## src/rtl/bram_result_reader_pkg.sv

```systemverilog
// Shared state encoding and default geometry for the BRAM result reader.
`default_nettype none

package bram_result_reader_pkg;

  localparam int C_AWIDTH    = 9;
  localparam int C_DWIDTH    = 64;
  localparam int C_OUT_WIDTH = 16;
  localparam int C_MEM_SIZE  = 256;

  typedef enum logic [1:0] {
    ST_IDLE = 2'b00,
    ST_RUN  = 2'b01,
    ST_DONE = 2'b10
  } state_t;

endpackage

`default_nettype wire

```

## src/rtl/bram_result_reader_row_unpacker.sv

```systemverilog
// Holds one BRAM row and streams it out as four lanes under valid/ready.
`default_nettype none

module bram_result_reader_row_unpacker
  import bram_result_reader_pkg::*;
#(
  parameter int DWIDTH    = C_DWIDTH,
  parameter int OUT_WIDTH = C_OUT_WIDTH
) (
  input  logic                 clk,
  input  logic                 reset_n,
  input  logic                 i_issue,
  input  logic [DWIDTH-1:0]    i_q,
  input  logic                 i_ready,
  input  logic                 i_last_row,
  output logic                 o_valid,
  output logic [OUT_WIDTH-1:0] o_data,
  output logic                 o_last,
  output logic                 o_buf_idle,
  output logic                 o_lane3_xfer
);

  logic [DWIDTH-1:0] r_buf;
  logic [1:0]        r_lane;
  logic              r_full;
  logic              r_pend;
  logic              r_chain;

  logic [DWIDTH-1:0] w_row;
  logic              w_bypass;
  logic              w_xfer;

  // A read chained off a lane-3 transfer is presented straight from BRAM
  // data so consecutive rows stream without a gap.
  assign w_bypass     = r_pend & r_chain;
  assign w_row        = w_bypass ? i_q : r_buf;
  assign o_valid      = r_full | w_bypass;
  assign o_data       = w_row[int'(r_lane)*OUT_WIDTH +: OUT_WIDTH];
  assign o_last       = o_valid & (r_lane == 2'd3) & i_last_row;
  assign w_xfer       = o_valid & i_ready;
  assign o_lane3_xfer = w_xfer & (r_lane == 2'd3);
  assign o_buf_idle   = ~r_full & ~r_pend;

  always_ff @(posedge clk or negedge reset_n) begin
    if (!reset_n) begin
      r_buf   <= '0;
      r_lane  <= 2'd0;
      r_full  <= 1'b0;
      r_pend  <= 1'b0;
      r_chain <= 1'b0;
    end else begin
      r_pend  <= i_issue;
      r_chain <= o_lane3_xfer;
      if (r_pend) begin
        r_buf  <= i_q;
        r_full <= 1'b1;
        r_lane <= {1'b0, w_xfer};
      end else if (w_xfer) begin
        r_lane <= r_lane + 2'd1;
        if (r_lane == 2'd3) begin
          r_full <= 1'b0;
        end
      end
    end
  end

endmodule

`default_nettype wire

```

## src/rtl/bram_result_reader.sv

```systemverilog
// Drains a block of BRAM1 rows as a 16-bit lane stream; owns FSM, address and read issue.
`default_nettype none

module bram_result_reader
  import bram_result_reader_pkg::*;
#(
  parameter int CNT_BIT   = 31,
  parameter int AWIDTH    = C_AWIDTH,
  parameter int MEM_SIZE  = C_MEM_SIZE,
  parameter int DWIDTH    = C_DWIDTH,
  parameter int OUT_WIDTH = C_OUT_WIDTH
) (
  input  logic                 clk,
  input  logic                 reset_n,
  input  logic                 start_run_i,
  input  logic [CNT_BIT-1:0]   run_count_i,
  input  logic [DWIDTH-1:0]    q_b1_i,
  output logic [AWIDTH-1:0]    addr_b1_o,
  output logic                 ce_b1_o,
  output logic                 we_b1_o,
  output logic [DWIDTH-1:0]    d_b1_o,
  output logic                 m_valid_o,
  input  logic                 m_ready_i,
  output logic [OUT_WIDTH-1:0] m_data_o,
  output logic                 m_last_o,
  output logic                 idle_o,
  output logic                 run_o,
  output logic                 done_o
);

  localparam int ROW_W = $clog2(MEM_SIZE + 1);

  state_t           r_state;
  state_t           w_state_nxt;
  logic [ROW_W-1:0] r_count;
  logic [ROW_W-1:0] r_issued;

  logic [ROW_W-1:0] w_count_clamped;
  logic             w_rows_left;
  logic             w_issue;
  logic             w_buf_idle;
  logic             w_lane3_xfer;
  logic             w_last_xfer;

  assign w_count_clamped = (run_count_i > CNT_BIT'(MEM_SIZE)) ? ROW_W'(MEM_SIZE)
                                                              : ROW_W'(run_count_i);
  assign w_rows_left = (r_issued < r_count);
  // Only one row is ever buffered or in flight, so a new read waits for
  // an empty buffer or for the final lane to leave.
  assign w_issue     = (r_state == ST_RUN) && w_rows_left && (w_buf_idle || w_lane3_xfer);
  assign w_last_xfer = m_valid_o & m_ready_i & m_last_o;

  assign addr_b1_o = AWIDTH'(r_issued);
  assign ce_b1_o   = w_issue;
  assign we_b1_o   = 1'b0;
  assign d_b1_o    = '0;

  always_comb begin
    w_state_nxt = r_state;
    idle_o      = 1'b0;
    run_o       = 1'b0;
    done_o      = 1'b0;
    case (r_state)
      ST_IDLE: begin
        idle_o = 1'b1;
        if (start_run_i) begin
          w_state_nxt = (w_count_clamped == '0) ? ST_DONE : ST_RUN;
        end
      end
      ST_RUN: begin
        run_o = 1'b1;
        if (w_last_xfer) begin
          w_state_nxt = ST_DONE;
        end
      end
      ST_DONE: begin
        done_o      = 1'b1;
        w_state_nxt = ST_IDLE;
      end
      default: w_state_nxt = ST_IDLE;
    endcase
  end

  always_ff @(posedge clk or negedge reset_n) begin
    if (!reset_n) begin
      r_state  <= ST_IDLE;
      r_count  <= '0;
      r_issued <= '0;
    end else begin
      r_state <= w_state_nxt;
      if ((r_state == ST_IDLE) && start_run_i) begin
        r_count  <= w_count_clamped;
        r_issued <= '0;
      end else if (r_state == ST_DONE) begin
        r_issued <= '0;
      end else if (w_issue) begin
        r_issued <= r_issued + 1'b1;
      end
    end
  end

  bram_result_reader_row_unpacker #(
    .DWIDTH    (DWIDTH),
    .OUT_WIDTH (OUT_WIDTH)
  ) u_row_unpacker (
    .clk          (clk),
    .reset_n      (reset_n),
    .i_issue      (w_issue),
    .i_q          (q_b1_i),
    .i_ready      (m_ready_i),
    .i_last_row   (r_issued == r_count),
    .o_valid      (m_valid_o),
    .o_data       (m_data_o),
    .o_last       (m_last_o),
    .o_buf_idle   (w_buf_idle),
    .o_lane3_xfer (w_lane3_xfer)
  );

endmodule

`default_nettype wire
```

## config.mk

```make
export PLATFORM = sky130hd
export DESIGN_NAME = bram_result_reader
export DESIGN_NICKNAME = d
export VERILOG_FILES = /design/src/rtl/bram_result_reader_pkg.sv /design/src/rtl/bram_result_reader_row_unpacker.sv /design/src/rtl/bram_result_reader.sv
export SDC_FILE = /design/constraint.sdc
export NUM_CORES = 1
export LEC_CHECK = 0
export BUFFER_PORTS_ARGS = -buffer_cell sky130_fd_sc_hd__buf_2
export CAP_MARGIN = 20
export CORE_MARGIN = 3
export CORE_UTILIZATION = 41
export CTS_CLUSTER_SIZE = 25
export DETAILED_ROUTE_END_ITERATION = 10
export PLACE_DENSITY_LB_ADDON = 0.25
export SYNTH_ARGS = -nofsm -noshare
export SYNTH_HDL_FRONTEND = slang
export SYNTH_SLANG_ARGS = --single-unit
```

## constraint.sdc

```tcl
create_clock -name clk -period 2.1 [get_ports clk]
set_clock_uncertainty 0.15 [all_clocks]
set_input_delay 0.21 -clock clk [delete_from_list [all_inputs] [get_ports clk]]
set_output_delay 0.21 -clock clk [all_outputs]
set_load 0.005 [all_outputs]
```

# Yosys cells after proc, flatten, opt, wreduce, memory -nomap -nowiden
# Cells that the tools add are included.
# W data, S select, Z words.
[word_totals]
n_memories = 0
out_inout_bits = 96
ramBits = 0
in_bits = 99
romBits = 0
ff_bits = 89
latch_bits = 0
wordCells = 57
[op_classes]
n_mux = 17
n_lt_le_gt_ge = 2
shift = 1
n_eq_ne = 6
addsub = 2
multipliers = 0
n_bitwise = 10
reduce_logical = 11
n_div = 0
[op_table]
columns = ["op", "n"]
rows = [
  ["$mux W64", 1],
  ["$shiftx A64 B7 Y16", 1],
  ["$mux W9", 4],
  ["$gt A31 B9 Y1 const B", 1],
  ["$mux W2", 5],
  ["$add A9 B1 Y9 const B", 1],
  ["$eq A9 B9 Y1", 1],
  ["$logic_not A9 Y1", 1],
  ["$lt A9 B9 Y1", 1],
  ["$and A1 B1 Y1", 7],
  ["$mux W1", 6],
  ["$eq A2 B2 Y1 const B", 2],
  ["$ne A2 B2 Y1 const B", 2],
  ["$pmux W2 S2", 1],
  ["$reduce_and A2 Y1", 2],
  ["$reduce_bool A2 Y1", 2],
  ["$logic_and A1 B1 Y1", 3],
  ["$reduce_bool A3 Y1", 1],
  ["$add A2 B1 Y2 const B", 1],
  ["$eq A2 B1 Y1 const B", 1],
  ["$logic_not A2 Y1", 1],
  ["$not A1 Y1", 2],
  ["$logic_or A1 B1 Y1", 1],
  ["$or A1 B1 Y1", 1],
]

# Longest topological paths before layout
# Gate-level depths: netlist of the first run.
[depth]
ltp_word = 9
ltp_mapped = 6
depth_no_buf = 6

# Modules after synthesis
# A second synthesis of the first run with hierarchy kept.
[hier_totals]
cells_unflattened = 412
hier_area_um2 = 5325.1
[modules_own_cells]
columns = ["module", "n_inst", "cells_each", "seq_area_each_um2", "area_each_um2"]
rows = [
  ["bram_result_reader_row_unpacker", 1, 214, 1726.7, 3534.6],
  ["bram_result_reader", 1, 198, 500.5, 1790.5],
]

# Least setup slack after synthesis of the first run
# No wires, ideal clock.
[synth_path]
kind = "flip-flop to flip-flop"
from = "reg r_issued[8] (netlist: addr_b1_o[8])"
to = "reg r_issued[2] (netlist: addr_b1_o[2])"
setup_slack_ns = -0.015
path_stages_with_launch = 6
arrival_ns = 1.839
cell_sequence = "dfrtp_1 ha_1 nand4_1 a211oi_1 nor3_2 a221o_1"
[synth_between]
elab_chain_len = 4
[synth_rtl]
columns = ["item", "line", "rtl"]
rows = [
  ["start: declaration", "bram_result_reader.sv:36", "logic [ROW_W-1:0] r_issued;"],
  ["start signal: assignment", "bram_result_reader.sv:97", "r_issued <= r_issued + 1'b1;"],
  ["$lt A9 B9 Y1", "bram_result_reader.sv:47", "assign w_rows_left = (r_issued < r_count);"],
  ["$logic_and A1 B1 Y1 (2 in a row)", "bram_result_reader.sv:50", "assign w_issue = (r_state == ST_RUN) && w_rows_left && (w_buf_idle || w_lane3_xfer);"],
  ["net ce_b1_o", "bram_result_reader.sv:19", "output logic ce_b1_o,"],
  ["$reduce_bool A3 Y1 (no line)", "n/a", ""],
]
# The timed path passes the listed nets, and every way through them passes these cells.
# A chain may end at the register's enable or synchronous reset.

# Worst setup path after layout of the first run
[layout_path]
from = "reg u_row_unpacker.r_pend"
to = "out m_data_o[8]"
[layout_between]
elab_chain_len = 3
[layout_rtl]
columns = ["item", "line", "rtl"]
rows = [
  ["start: declaration", "bram_result_reader_row_unpacker.sv:26", "logic r_pend;"],
  ["start signal: assignment", "bram_result_reader_row_unpacker.sv:52", "r_pend <= i_issue;"],
  ["$and A1 B1 Y1", "bram_result_reader_row_unpacker.sv:35", "assign w_bypass = r_pend & r_chain;"],
  ["$mux W64", "bram_result_reader_row_unpacker.sv:36", "assign w_row = w_bypass ? i_q : r_buf;"],
  ["$shiftx A64 B7 Y16", "bram_result_reader_row_unpacker.sv:38", "assign o_data = w_row[int'(r_lane)*OUT_WIDTH +: OUT_WIDTH];"],
  ["end: declaration", "bram_result_reader.sv:24", "output logic [OUT_WIDTH-1:0] m_data_o,"],
]
# No other way between the ends.

==> metrics.txt, run 1 <==
Worst-path clk slew ~0.06 ns; WP buf/inv 2; Total Power 8480 uW; via count 4137; Critical Path Start Type register; peak supply drop ~0.51 mV; die area ~14000 sq um; Max clock buf depth 2; Worst Hold Launch run_count_i[21]; fmax about 420 MHz; setup_tns -4.87 ns; Register Area 2230 sq um; critical path depth 5; Leak about 0.0034 uW; layout cells sized above 1 47.7%; Post-synth EDFFs 0; Hold WC Path Type input pin to register; CTS sink count between 80 and 90; Multi-input gate area between 2000 and 3000 sq um; Syn Area/Cell 12.6 sq um; P&R area growth vs syn 40.4%; vias in the first global route 4378; WS Path Type register to primary output; Row Count 40; crit-path cells and2_4 -> clkbuf_16 -> mux4_2 -> mux2_4 -> buf_6; Final Max Tran Viols 0; Worst-Margin Slew 0.832 ns; # fillers roughly 1000; Synth Warn # 0; Worst EP required around 1.7 ns; hold_ws roughly 0.11 ns; reg2reg start addr_b1_o[6]$_DFFE_PN0P_; FF-to-FF path depth 8; IO buf count 129; Synth Instances 422; pwr/cell area ~1100 nW/um^2; # DRC 0; root buf cell clkbuf_16; WL/cell between 15 and 20 microns; first-pass GRT wire length 21700 microns; final wirelength approximately 14000 microns; Rel. slew slack 44.5%; CTS tree yes; Die X approximately 120 microns; Detailed Place HPWL 9180 microns; worst path arrival time 2.01 ns; final-stage net count between 700 and 800; Synth cell types 44; hold path depth 5; DR iter-0 viols 304; CTS Buf Count 9; ys async rst share 100%; H-Tree Depth 3; Core Area around 12000 sq um; mapped cell area ~5300 sq um; CP max FO 7; Vias/cell 5.00; # IOs between 150 and 200; crit end category primary output; CP peak stage delay 0.50 ns; Fin. Hold Viols 0; CP startpoint u_row_unpacker.r_pend$_DFF_PN0_; post-route minimum period ~2.4 ns; sequential area share after synthesis a little over two fifths; slowest cell on the critical path mux4_2; largest net degree at the start of global routing 65; worst skew pair latency roughly 0.34 ns; initial antenna violation count 1; MaxCap Viol Count 0; setup violators final 22; TritonRoute pass-1 iters 4; Die Ht ~120 microns; Top FF cell, synth dfrtp_1; status finished, violations left; Final period util 113%; synthesis-stage register bit count 89; violated checks setup timing; Initial Util about 43%; GRT Util Overall 19.2%; Antenna Nets Post-Route 0; Setup WS pre-CTS ~0.021 ns; post-route setup slack -0.274 ns; unrepaired setup endpoints after global routing yes; gpl congestion around 0.86; Overflow after GRT 0; Crit path max-delay family multiplexers
## registers in the layout, summed over array words and instances, names as in the netlist
| signal | flops |
|---|---|
| u_row_unpacker.r_buf | 64 |
| addr_b1_o | 9 |
| r_count | 9 |
| r_state | 2 |
| u_row_unpacker.r_lane | 2 |
| u_row_unpacker.r_chain | 1 |
| u_row_unpacker.r_full | 1 |
| u_row_unpacker.r_pend | 1 |
## area by class of cell
cell class / count / area share [%]
inverter: 11 / 0.553
multi-input combinational: 300 / 37.8
timing repair buffer: 242 / 25.0
clock inverter: 5 / 0.520
antenna: 1 / 0.0335
tap: 168 / 2.82
sequential: 89 / 29.9
clock buffer: 11 / 3.39
## power breakdown
group          switching, uW  internal (uW)
Clock                    686            873
Sequential               364           2430
Combinational           1480           2650
Total                   2530           5950
## what timing repair did
| item | 4_1_cts | 5_1_grt |
|---|---|---|
| buffers inserted | 0 | 8 |
| hold endpoints to repair | 117 | 0 |
| hold buffers | 75 | 0 |
| resized for setup | 14 | 31 |
| endpoints found under the setup margin | 18 | 26 |
| pin swaps | 4 | 12 |
| cloned | 0 | 1 |
## cells in the mapped netlist, drive strengths merged, types with 2 or more instances
library cell  instances  area share [%]
dfrtp                89              42
mux2                 81              17
buf                  76              11
mux4                 32              14
nand2                23             1.6
ha                   11             2.6
inv                  11            0.78
nor4                 11             1.3
clkbuf               10            0.71
nor2                  8            0.56
o22ai                 8            0.94
a21oi                 5            0.47
a221o                 5            0.94
and2                  5            0.64
nor3                  5            0.56
o21ai                 5            0.47
nand3                 4            0.38
nor2b                 4            0.47
a22o                  3            0.49
nand4                 3            0.35
and4                  2            0.33
o211a                 2            0.38
o21a                  2            0.28
or3                   2            0.24
xor2                  2            0.33
## path summary, 6_finish.rpt
check | end | slack [ns]
worst max-delay path | m_data_o[8] | -0.27
worst min-delay path | r_count[8]$_DFFE_PN0P_ | 0.11
worst max register to register | addr_b1_o[3]$_DFFE_PN0P_ | -0.16
worst min register to register | u_row_unpacker.r_buf[48]$_DFFE_PN0P_ | 0.35
max in group asynchronous | u_row_unpacker.r_buf[55]$_DFFE_PN0P_ | 0.94
min in group asynchronous | u_row_unpacker.r_buf[49]$_DFFE_PN0P_ | 0.28
## kinds of logic (layout without fill, tap and decap cells)
kind of cell	count (synthesis)	after routing	share of synthesized area (%)
fa+ha+maj	11	11	2.59
mux	113	113	30.8
compound gates	37	37	5.01
other cells	1	66	0.0705
buf+inv	97	269	12.2
xor+xnor	3	3	0.494
simple gates	71	71	6.97
flops	89	89	41.9
## through the flow
stage | std cells | area (sq um) | utilization, %
CTS | 818 | 7220 | 58.4
finish | 827 | 7460 | 60.4
global route | 826 | 7460 | 60.4
global placement | 727 | 6100 | 49.4
floorplan | 486 | 5560 | -
detailed placement | 727 | 6100 | 49.4
## worst min-delay path, stage by stage
cell	delay, ns
buf_2	0.08
nor4_1	0.03
nand2_1	0.08
o21ai_0	0.08
o21ai_0	0.09
## layer usage
layer / vias up / track usage [%] / part of all wire [%]
met5: - / 0 / 0.051
met4: 2 / 7.37 / 2.2
met3: 24 / 5.04 / 6.3
met2: 160 / 32.9 / 52
met1: 2065 / 23.0 / 40
li1: 1886 / - / -
## cell usage in the layout, fill, tap and decap left out, types with 2 or more instances in the layout
| cell type | instances |
|---|---|
| o211a_1 | 2 |
| and4_1 | 2 |
| ha_1 | 6 |
| or3_1 | 2 |
| nor4_1 | 10 |
| buf_12 | 4 |
| buf_2 | 115 |
| buf_4 | 28 |
| o21ai_0 | 5 |
| nand4_1 | 3 |
| a22o_1 | 3 |
| inv_2 | 4 |
| nor3_1 | 4 |
| clkinv_4 | 2 |
| buf_6 | 18 |
| a221o_1 | 5 |
| nor2_1 | 8 |
| and2_1 | 3 |
| mux2_4 | 11 |
| clkbuf_16 | 11 |
| o22ai_1 | 8 |
| dlygate4sd3_1 | 75 |
| mux4_2 | 31 |
| nand3_1 | 4 |
| a21oi_1 | 3 |
| nor2b_1 | 4 |
| dfrtp_1 | 88 |
| o21a_1 | 2 |
| clkbuf_8 | 2 |
| ha_4 | 5 |
| inv_1 | 7 |
| and2_4 | 2 |
| xor2_1 | 2 |
| mux2_2 | 70 |
| nand2_1 | 23 |
| a21oi_2 | 2 |
| conb_1 | 65 |
Power figures use the tool's default switching activity.
==> run 2, diff against run 1 <==
- ABC_AREA: not set -> 1
- GPL_TIMING_DRIVEN: not set -> 0
==> metrics.txt, run 2 <==
TritonRoute pass-1 iters 5; Total Power ~8600 uW; Core Area about 13000 sq um; die area around 15000 sq um; Synth cell types 30; Row Count between 40 and 50; IO buf count roughly 130; MaxCap Viol Count 0; DR iter-0 viols roughly 370; # DRC 0; largest net degree at the start of global routing 48; Initial Util between 40% and 50%; synthesis-stage register bit count 89; diode count 0; Post-synth EDFFs 0; WS Path Type register to primary output; most common cell after layout, fill and taps aside nand2_1; final-stage net count roughly 1.2k; CTS sink count 89; initial antenna violation count 0; final wirelength roughly 19000 microns; GR Util met3 5.26%; Die X between 100 and 150 microns; gpl congestion between 0.8 and 0.9; Overflow after GRT 0; mapped cell area between 5000 and 6000 sq um; peak supply drop roughly 0.5 mV; max FFs per register 64; setup violators final 13; Synth Warn # 0; top-area cell type share of the netlist area around two fifths; Worst-Margin Slew 0.732 ns; status finished, violations left; Worst-path clk slew 0.07 ns; Synth Instances ~770; count leader, synth nand2_1; via count about 6k; Hold WC Path Type input pin to register; Max clock buf depth 2; Fin. Hold Viols 0; worst skew pair latency 0.35 ns; Detailed Place HPWL 12400 microns; crit end category primary output; sequential area share after synthesis 39.5%; Area contributors post-synth dfrtp_1 (40%), nand2_1 (13%), buf_4 (8.8%), o21ai_0 (8.3%), inv_1 (6.9%); pwr/cell area just over 1000 nW/um^2; most frequent cells in the layout nand2_1 (182), buf_2 (130), inv_1 (98), buf_4 (91), o21ai_0 (90); unrepaired setup endpoints after global routing yes; hold_ws approximately 0.019 ns; ys async rst share 100%; Register Area ~2200 sq um; root buf cell clkbuf_16; Antenna Nets Post-Route 0; P&R area growth vs syn 48.9%; CP max FO 7; grt peak-use layer met2; Vias/cell between 4 and 5; post-route minimum period around 2.2 ns; setup_tns -1.01 ns; WL/cell 14.8 microns; Rel. slew slack 51.0%; post-route setup slack -0.128 ns; Setup WS pre-CTS -0.112 ns; H-Tree Depth 3; Syn Area/Cell approximately 7.3 sq um; GRT Util Overall around a quarter; Critical Path Start Type register; largest reg by FF count u_row_unpacker.r_buf; violated checks setup timing; CTS tree yes; Leak approximately 0.0042 uW; Synth area leader dfrtp_1; first-pass GRT wire length between 20000 and 30000 microns; Post-synth top cells nand2_1 (189), inv_1 (104), o21ai_0 (93), dfrtp_1 (89), buf_4 (66); Final Max Tran Viols 0; Multi-input gate area approximately 2700 sq um; vias in the first global route between 5k and 6k; fmax approximately 450 MHz; Worst EP required roughly 1.7 ns; Top FF cell, synth dfrtp_1; # fillers about 1.2k; CTS Buf Count 9; met1 Use GR 30.4%; Die Ht about 120 microns; layout cells sized above 1 between 20% and 30%; Final period util 106%; worst path arrival time 1.87 ns; # IOs 195; met2 usage 39.0%
## run 2: cell count changes in the layout (fill, tap and decap cells not counted), moves of 10 or more
cell	delta
nand2_1	+159
inv_1	+91
o21ai_0	+85
mux2_2	-70
buf_4	+63
o211ai_1	+51
nand3_1	+34
mux4_2	-31
o21ai_1	+26
nor2_1	+21
buf_2	+15
buf_6	-11
mux2_4	-11
nor4_1	-10
## run 2: per-stage QoR
stage	util [%]	area (sq um)	instances
2_1_floorplan	-	5870	835
3_3_place_gp	50.5	6740	1140
3_5_place_dp	50.7	6770	1141
4_1_cts	60.3	8050	1240
5_1_grt	62.8	8390	1254
6_report	62.8	8390	1254
## run 2: path summary, 6_finish.rpt
check,start,end,slack [ns],cells past startpoint
hold / removal,run_count_i[2],r_count[2]$_DFFE_PN0P_,0.02,3
min in group asynchronous,reset_n,u_row_unpacker.r_buf[51]$_DFFE_PN0P_,0.27,2
setup reg to reg,u_row_unpacker.r_pend$_DFF_PN0_,addr_b1_o[4]$_DFFE_PN0P_,0.35,10
hold reg to reg,r_count[0]$_DFFE_PN0P_,r_count[0]$_DFFE_PN0P_,0.37,2
setup / recovery,u_row_unpacker.r_pend$_DFF_PN0_,m_data_o[0],-0.13,9
max in group asynchronous,reset_n,u_row_unpacker.r_buf[0]$_DFFE_PN0P_,0.88,3
## run 2: cells by family (layout without fill, tap and decap cells)
family          after synthesis  count (layout)  synth area share, %
flops                        89              89                 39.5
simple gates                277             277                 20.3
buf+inv                     211             454                 18.9
xor+xnor                      1               1                0.155
compound gates              181             181                 18.7
other cells                   1              65               0.0666
fa+ha+maj                    11              11                 2.44
## run 2: final cells by class
cell class,instances,share of cell area [%]
Buffer,102,9.34
Clock buffer,10,2.85
Clock inverter,6,0.776
Inverter,108,4.95
Multi-Input combinational cell,535,32.7
Sequential cell,89,26.6
Tap cell,176,2.63
Timing Repair Buffer,228,20.1
## run 2: layer usage
layer	vias up	wire (microns)
li1	2969	-
met1	2723	7520
met2	249	8960
met3	42	1480
met4	0	586
met5	-	0
## run 2: what timing repair did
action                                 4_1_cts  5_1_grt
gates cloned                                 0        5
hold buffers                                72        0
pin swaps                                    9       30
resized for setup                           50       50
endpoints found under the hold margin      113        0
setup endpoints to repair                   18       18
buffers inserted                            12        9
## run 2: power by group
group / switching [uW] / total, uW / internal (uW)
Clock: 730 / 1690 / 960
Sequential: 219 / 2620 / 2400
Combinational: 2590 / 4270 / 1680
Total: 3540 / 8580 / 5040
## run 2: worst max-delay path, stage by stage (launching register included)
cell and delay, ns:
dfrtp_2 0.42, nand2_4 0.10, inv_8 0.05, buf_8 0.13
buf_8 0.13, buf_6 0.12, o21ai_1 0.13, o211ai_1 0.12
o21ai_1 0.12, buf_2 0.17
